**config.mk**
```make
export PLATFORM = sky130hd
export DESIGN_NAME = switch_poll_controller
export DESIGN_NICKNAME = d
export VERILOG_FILES = /design/src/rtl/switch_poll_controller.sv
export SDC_FILE = /design/constraint.sdc
export NUM_CORES = 1
export LEC_CHECK = 0
export CAP_MARGIN = 15
export CORE_ASPECT_RATIO = 0.75
export CORE_MARGIN = 5
export CORE_UTILIZATION = 40
export DETAILED_ROUTE_END_ITERATION = 6
export PLACE_DENSITY = 0.73
export SLEW_MARGIN = 20
export SYNTH_ARGS = -nofsm -noshare
export SYNTH_HDL_FRONTEND = slang
export SYNTH_SLANG_ARGS = --single-unit
```
**constraint.sdc**
```tcl
create_clock -name clk -period 2.6 [get_ports clk]
set_clock_uncertainty 0.15 [all_clocks]
set_input_delay 0.52 -clock clk [delete_from_list [all_inputs] [get_ports clk]]
set_output_delay 0.52 -clock clk [all_outputs]
set_load 0.01 [all_outputs]
```
**src/rtl/switch_poll_controller.sv**
```systemverilog
// Polls the slider-switch port at a programmable interval, latches changed bits
// into a sticky edge register and raises a maskable interrupt.
module switch_poll_controller #(
  parameter int DW = 9,
  parameter int PW = 15
) (
  input  logic        clk,
  input  logic        reset,
  input  logic [1:0]  s_address,
  input  logic        s_chipselect,
  input  logic        s_read,
  input  logic        s_write,
  input  logic [31:0] s_writedata,
  output logic [31:0] s_readdata,
  output logic        m_chipselect,
  output logic        m_read,
  output logic [1:0]  m_address,
  input  logic [31:0] m_readdata,
  output logic        irq
);

  typedef enum logic [1:0] {IDLE, COUNT, ISSUE, CAPTURE} state_t;

  localparam logic [PW:0] CNT_ONE = 1;

  state_t      state, state_nx;
  logic [DW:0] sample, mask, edge_q, new_smp, edge_set, edge_clr;
  logic [PW:0] period, cnt;
  logic        enable, prime, wr_en;
  logic [31:0] rd_mux;
  logic        unused_ok;

  // Reads load on chipselect alone; s_read and unmapped data bits carry no information.
  assign unused_ok = ^{s_read, m_readdata[31:DW+1], s_writedata[30:PW+1]};

  assign wr_en     = s_chipselect & s_write;
  assign m_address = 2'h0;
  assign new_smp   = m_readdata[DW:0];
  assign edge_set  = (state == CAPTURE && !prime) ? (new_smp ^ sample) : '0;
  assign edge_clr  = (wr_en && s_address == 2'd3) ? s_writedata[DW:0] : '0;

  always_comb begin
    state_nx = state;
    case (state)
      IDLE:    if (enable) state_nx = COUNT;
      COUNT:   if (!enable) state_nx = IDLE;
               else if (cnt == '0) state_nx = ISSUE;
      ISSUE:   state_nx = CAPTURE;
      CAPTURE: state_nx = enable ? COUNT : IDLE;
      default: state_nx = IDLE;
    endcase
  end

  always_comb begin
    rd_mux = '0;
    case (s_address)
      2'd0: rd_mux[DW:0] = sample;
      2'd1: begin
        rd_mux[31]   = enable;
        rd_mux[DW:0] = mask;
      end
      2'd2: rd_mux[PW:0] = period;
      default: rd_mux[DW:0] = edge_q;
    endcase
  end

  always_ff @(posedge clk) begin
    if (reset) begin
      state        <= IDLE;
      s_readdata   <= '0;
      m_chipselect <= 1'b0;
      m_read       <= 1'b0;
      irq          <= 1'b0;
      sample       <= '0;
      enable       <= 1'b0;
      mask         <= '0;
      period       <= '0;
      edge_q       <= '0;
      cnt          <= '0;
      prime        <= 1'b1;
    end else begin
      state        <= state_nx;
      m_chipselect <= (state_nx == ISSUE);
      m_read       <= (state_nx == ISSUE);
      irq          <= |(edge_q & mask);
      if (s_chipselect) s_readdata <= rd_mux;
      // A bit being set by this capture survives a simultaneous CPU clear.
      edge_q <= (edge_q & ~edge_clr) | edge_set;
      if (wr_en && s_address == 2'd1) begin
        enable <= s_writedata[31];
        mask   <= s_writedata[DW:0];
      end
      if (wr_en && s_address == 2'd2) period <= s_writedata[PW:0];
      if ((state == IDLE || state == CAPTURE) && enable) cnt <= period;
      else if (state == COUNT && enable && cnt != '0) cnt <= cnt - CNT_ONE;
      if (state == CAPTURE) begin
        sample <= new_smp;
        prime  <= 1'b0;
      end
      // Falling back to IDLE re-arms priming so a stale sample never records edges.
      if (state_nx == IDLE && state != IDLE) prime <= 1'b1;
    end
  end

endmodule

```
# Word level (Yosys, flattened, before mapping)
# Cells that the tools add are included.
[totals]
regBits = 85
in_bits = 71
output_inout_bits = 37
elab_cells = 56
[op_classes]
addsub = 1
n_eq_ne = 7
n_mux = 12
bitwise = 6
n_reduce_logical = 19
[ops]
columns = ["cell", "n"]
rows = [
  ["16-bit two-way mux", 2],
  ["10-bit one-hot mux with 3 select lines", 1],
  ["10-bit AND", 2],
  ["10-bit two-way mux", 2],
  ["16-bit logical NOT", 1],
  ["16-bit nonzero test", 1],
  ["16-bit by 1-bit subtractor with 16-bit output, second input constant", 1],
  ["2-bit == test, second input constant", 5],
  ["10-bit NOT", 1],
  ["10-bit bitwise OR", 1],
  ["10-bit OR reduction", 1],
  ["10-bit XOR", 1],
  ["1-bit logical AND", 8],
  ["2-bit one-hot mux with 4 select lines", 1],
  ["2-bit logical NOT", 3],
  ["2-bit two-way mux", 3],
  ["6-bit two-way mux", 1],
  ["2-bit by 1-bit == test with 1-bit output, second input constant", 2],
  ["2-bit nonzero test", 2],
  ["1-bit two-way mux", 2],
  ["2-bit OR reduction", 1],
  ["1-bit AND", 1],
  ["1-bit logical NOT", 1],
  ["1-bit logical OR", 1],
]

# Depth between registers and ports, before layout
[logic_depth]
depth_word = 7
ltp_mapped = 7
ltp_nobuf = 7

# Least setup slack after synthesis
# Ideal clock, no wire load.
[synth_path]
path_kind = "register -> register"
start = "register cnt[0]"
end = "register cnt[6]"
setup_ps = 132
arrival_ps = 2058
t_required_ps = 2318
path_slack_ps = 259
stages_incl_launch_ff = 8
n_path_buf = 0
period_less_slack_ps = 2341
path_cell_list = "dfxtp_1 -> inv_1 -> ha_1 -> or4b_2 -> o41a_4 -> a31o_2 -> o22ai_1 -> a21oi_1"
[synth_between]
elab_chain_len = 3
word_cells_on_any_way = 6
classes_between = "1 x add/sub; 2 x mux; 3 x reduce/logical"
[synth_rtl]
columns = ["item", "line", "rtl"]
rows = [
  ["start, declared", "28", "logic [PW:0] period, cnt;"],
  ["start signal, assigned", "94", "if ((state == IDLE || state == CAPTURE) && enable) cnt <= period;"],
  ["start signal, assigned", "95", "else if (state == COUNT && enable && cnt != '0) cnt <= cnt - CNT_ONE;"],
  ["16-bit by 1-bit subtractor with 16-bit output or 16-bit nonzero test (tied branches)", "95", ""],
  ["16-bit two-way mux or 1-bit logical AND (tied branches)", "95", ""],
  ["16-bit two-way mux or 2-bit nonzero test (tied branches)", "--", ""],
]
# Parallel ways exist; a longest one is shown, timed or not. The select of a mux whose other input is x is not followed.
# A chain may end at the register's enable or synchronous reset.

# Worst setup path in the final report
[layout_path]
start = "register cnt[0]"
end = "register cnt[3]"
# Same word-level chain as after synthesis.

==> results.toml <==
[final_layout]
area_growth_syn_to_layout_pct = 23.2
finalNonFillerCells = 645
diodes = 0
design_area_um2 = 4970
drive_gt1_frac = 0.101
nets = 585

[synth]
yosysUniqueCellTypes = 51
synth-async-reset-ratio = 0
synth_edf_count = 0
synth-seq-area-share = 0.422
synth_cells = 458
ys_ff_latch = 85
yosysWarnings = 0
avgSynthCellArea_um2 = 8.81
netlist_area_um2 = 4040
synthFlopType = "dfxtp_1"

[sta]
final_max_slew_viol_count = 0
max_freq_mhz = 398
setup_viol_count_final = 0
whs_ns = 0.321
relSlewSlack = 0.646
fin_crit_ns = 2.51
period_share = 0.965
tightestPinTransition_ns = 0.529
tns_ns = 0
finalHoldViolCount = 0
layout_setup_ws_ns = 0.0904
rsz0062_at_grt = "no"

[grt]
gr-total-overflow = 0
grt_pass1_vias = 3238
grt_max_degree = 41
grt_pass1_wl_um = 16700
track_usage = 0.168
antenna_found_initial = 0

[cts]
cts_tree = "yes"
h-tree-depth = 3
clk_pin_slew_ns = 0.06
cts_buffer_depth = 2
root_buffer = "clkbuf_16"
numCtsBuffers = 9
hold_buffers = 0
clk_latency_ns = 0.34
cts_sinks = 85

[critical_path]
critPathCaptureType = "flop"
crit_chain = "inv_1, ha_1, or4b_2, o41a_4, nor2_8, a21oi_1, a311oi_1"
crit_fanout = 10
crit_buf_inv = 1
cp_slowest_cell = "or4b_2"
arrival_ns = 2.61
setup.worst_path.start_class = "flop"
cp_top_family = "simple AND/OR/NAND/NOR gates"
cp_data_required_time_ns = 2.70
slowest_delay_ns = 0.68
critPathKind = "reg2reg"

[placed_design]
hpwl_um = 7550
placedInstanceArea_um2 = 4660
dp.cells = 630
io_buffers = 52
place_congestion = 0.852
post-place-ws_ns = 0.121

[detailed_routing]
drc = 0
antenna_left = 0
drt-pass1-iter-count = 5
wire_per_inst_um = 16.2
routed_wl_um = 10400
vias_per_cell = 5.48
drtIter0Drc = 297
vias = 3533

[die]
core_um2 = 9740
boundaryPins = 108
die_y_um = 97.0
num_rows = 31
die_w_um = 126
die_area_um2 = 12200
start_util = 0.414

[job]
drv_cap = 0

[hold_path]
hp-class = "reg2reg"

[power]
ir_drop_uv = 425
p_leak_nw = 1.83
power_density_nw_per_um2 = 608

[run_status]
status = "finished clean"
[layout make-up]
| class | count | area (µm²) |
|---|---|---|
| fillers | 900 | 4760 |
| multi-input cells | 336 | 2120 |
| flip-flops and latches | 85 | 1700 |
| repair buffers | 68 | 636 |
| clock buffers | 11 | 243 |
| well taps | 132 | 165 |
| clock inverters | 4 | 72.6 |
| inverters | 9 | 33.8 |
[worst reg2reg max path, cell delays in order, from the launching register on]
cell and delay, ns:
dfxtp_1 0.34, inv_1 0.08, ha_1 0.19, or4b_2 0.68, o41a_4 0.46, nor2_8 0.19
a21oi_1 0.06, a311oi_1 0.26
[power breakdown]
| group | internal (mW) | switching, mW | total (mW) |
|---|---|---|---|
| clock | 0.860 | 0.504 | 1.36 |
| combinational | 0.138 | 0.174 | 0.312 |
| sequential | 1.33 | 0.0205 | 1.35 |
[routing by layer]
| layer | GRT usage | part of all wire | up-vias |
|---|---|---|---|
| li1 | - | - | 1672 |
| met1 | 0.246 | 0.47 | 1686 |
| met2 | 0.235 | 0.42 | 158 |
| met3 | 0.0628 | 0.094 | 17 |
| met4 | 0.0371 | 0.016 | 0 |
| met5 | 0 | 0 | - |
[per-stage QoR]
stage / power (mW) / util
6_report: 3.02 / 0.511
2_1_floorplan: 1.57 / -
4_1_cts: 3.04 / 0.511
3_3_place_gp: 1.68 / 0.478
5_1_grt: 3.13 / 0.511
3_5_place_dp: 1.68 / 0.478
[cells in the final DEF (no fill, tap or decap), drive strengths merged, types with 3 or more instances in the layout]
master and n:
inv 8, mux2i 20, xor2 13, dfxtp 85, nand2b 8, buf 17
a31oi 9, clkbuf 11, or3 5, o22ai 3, conb 17, nor3 4
nor2 41, a22oi 17, nor4 4, ha 5, nand2 79, nand3 10
or4 4, and3 3, a21oi 44, o21ai 10, a211oi 3, mux4 10
clkdlybuf4s50 51
[logic make-up (layout without fill, tap and decap cells)]
| group | count (synthesis) | count (layout) | share of synthesized area |
|---|---|---|---|
| and+or+nand+nor | 169 | 169 | 0.194 |
| AOI/OAI and AO/OA | 100 | 100 | 0.162 |
| DFF | 85 | 85 | 0.422 |
| buffers and inverters | 53 | 92 | 0.0679 |
| muxes | 30 | 30 | 0.105 |
| xor gates and xnor gates | 15 | 15 | 0.0326 |
| adders and majority gates | 5 | 5 | 0.0155 |
| other | 1 | 17 | 0.000929 |
[timing repair]
item | 4_1_cts | 5_1_grt
gates resized for setup | 0 | 0
setup endpoints to repair | 0 | 1
setup buffers | 0 | 0
[registers in the layout, summed over array words and instances (netlist names)]
signal      flops
prime           1
period         16
edge_q         10
m_read          1
mask           10
sample         10
irq             1
enable          1
cnt            16
state           2
s_readdata     17
[cells in the mapped netlist, types with 2 or more instances]
library cell,count,area (µm²)
a211oi_1,3,22.5
a21oi_1,44,220
a221oi_1,2,17.5
a22o_1,2,17.5
a22oi_1,17,128
a31oi_1,9,56.3
and3_1,3,18.8
and4_1,2,17.5
buf_1,3,11.3
buf_4,18,135
clkbuf_1,22,82.6
dfxtp_1,85,1700
ha_1,5,62.6
inv_1,8,30.0
mux2i_1,20,200
mux4_2,10,225
nand2_1,79,297
nand2b_1,8,50.1
nand3_1,10,50.1
nor2_1,39,146
nor2b_1,2,12.5
nor3_1,4,20.0
nor4_1,4,25.0
o21ai_0,10,50.1
o22ai_1,3,18.8
or2_2,2,12.5
or3_1,5,31.3
or4_1,2,15.0
or4_4,2,22.5
xnor2_1,2,17.5
xor2_1,13,114
[final timing paths]
| path | start | endpoint | slack [ns] | depth (start not counted) |
|---|---|---|---|---|
| max reg2reg | cnt[0] | cnt[3] | 0.09 | 7 |
| min | period[9] | period[9] | 0.32 | 2 |
| min reg2reg | period[9] | period[9] | 0.32 | 2 |
| max | cnt[0] | cnt[3] | 0.09 | 7 |
Power figures use the tool's default switching activity.
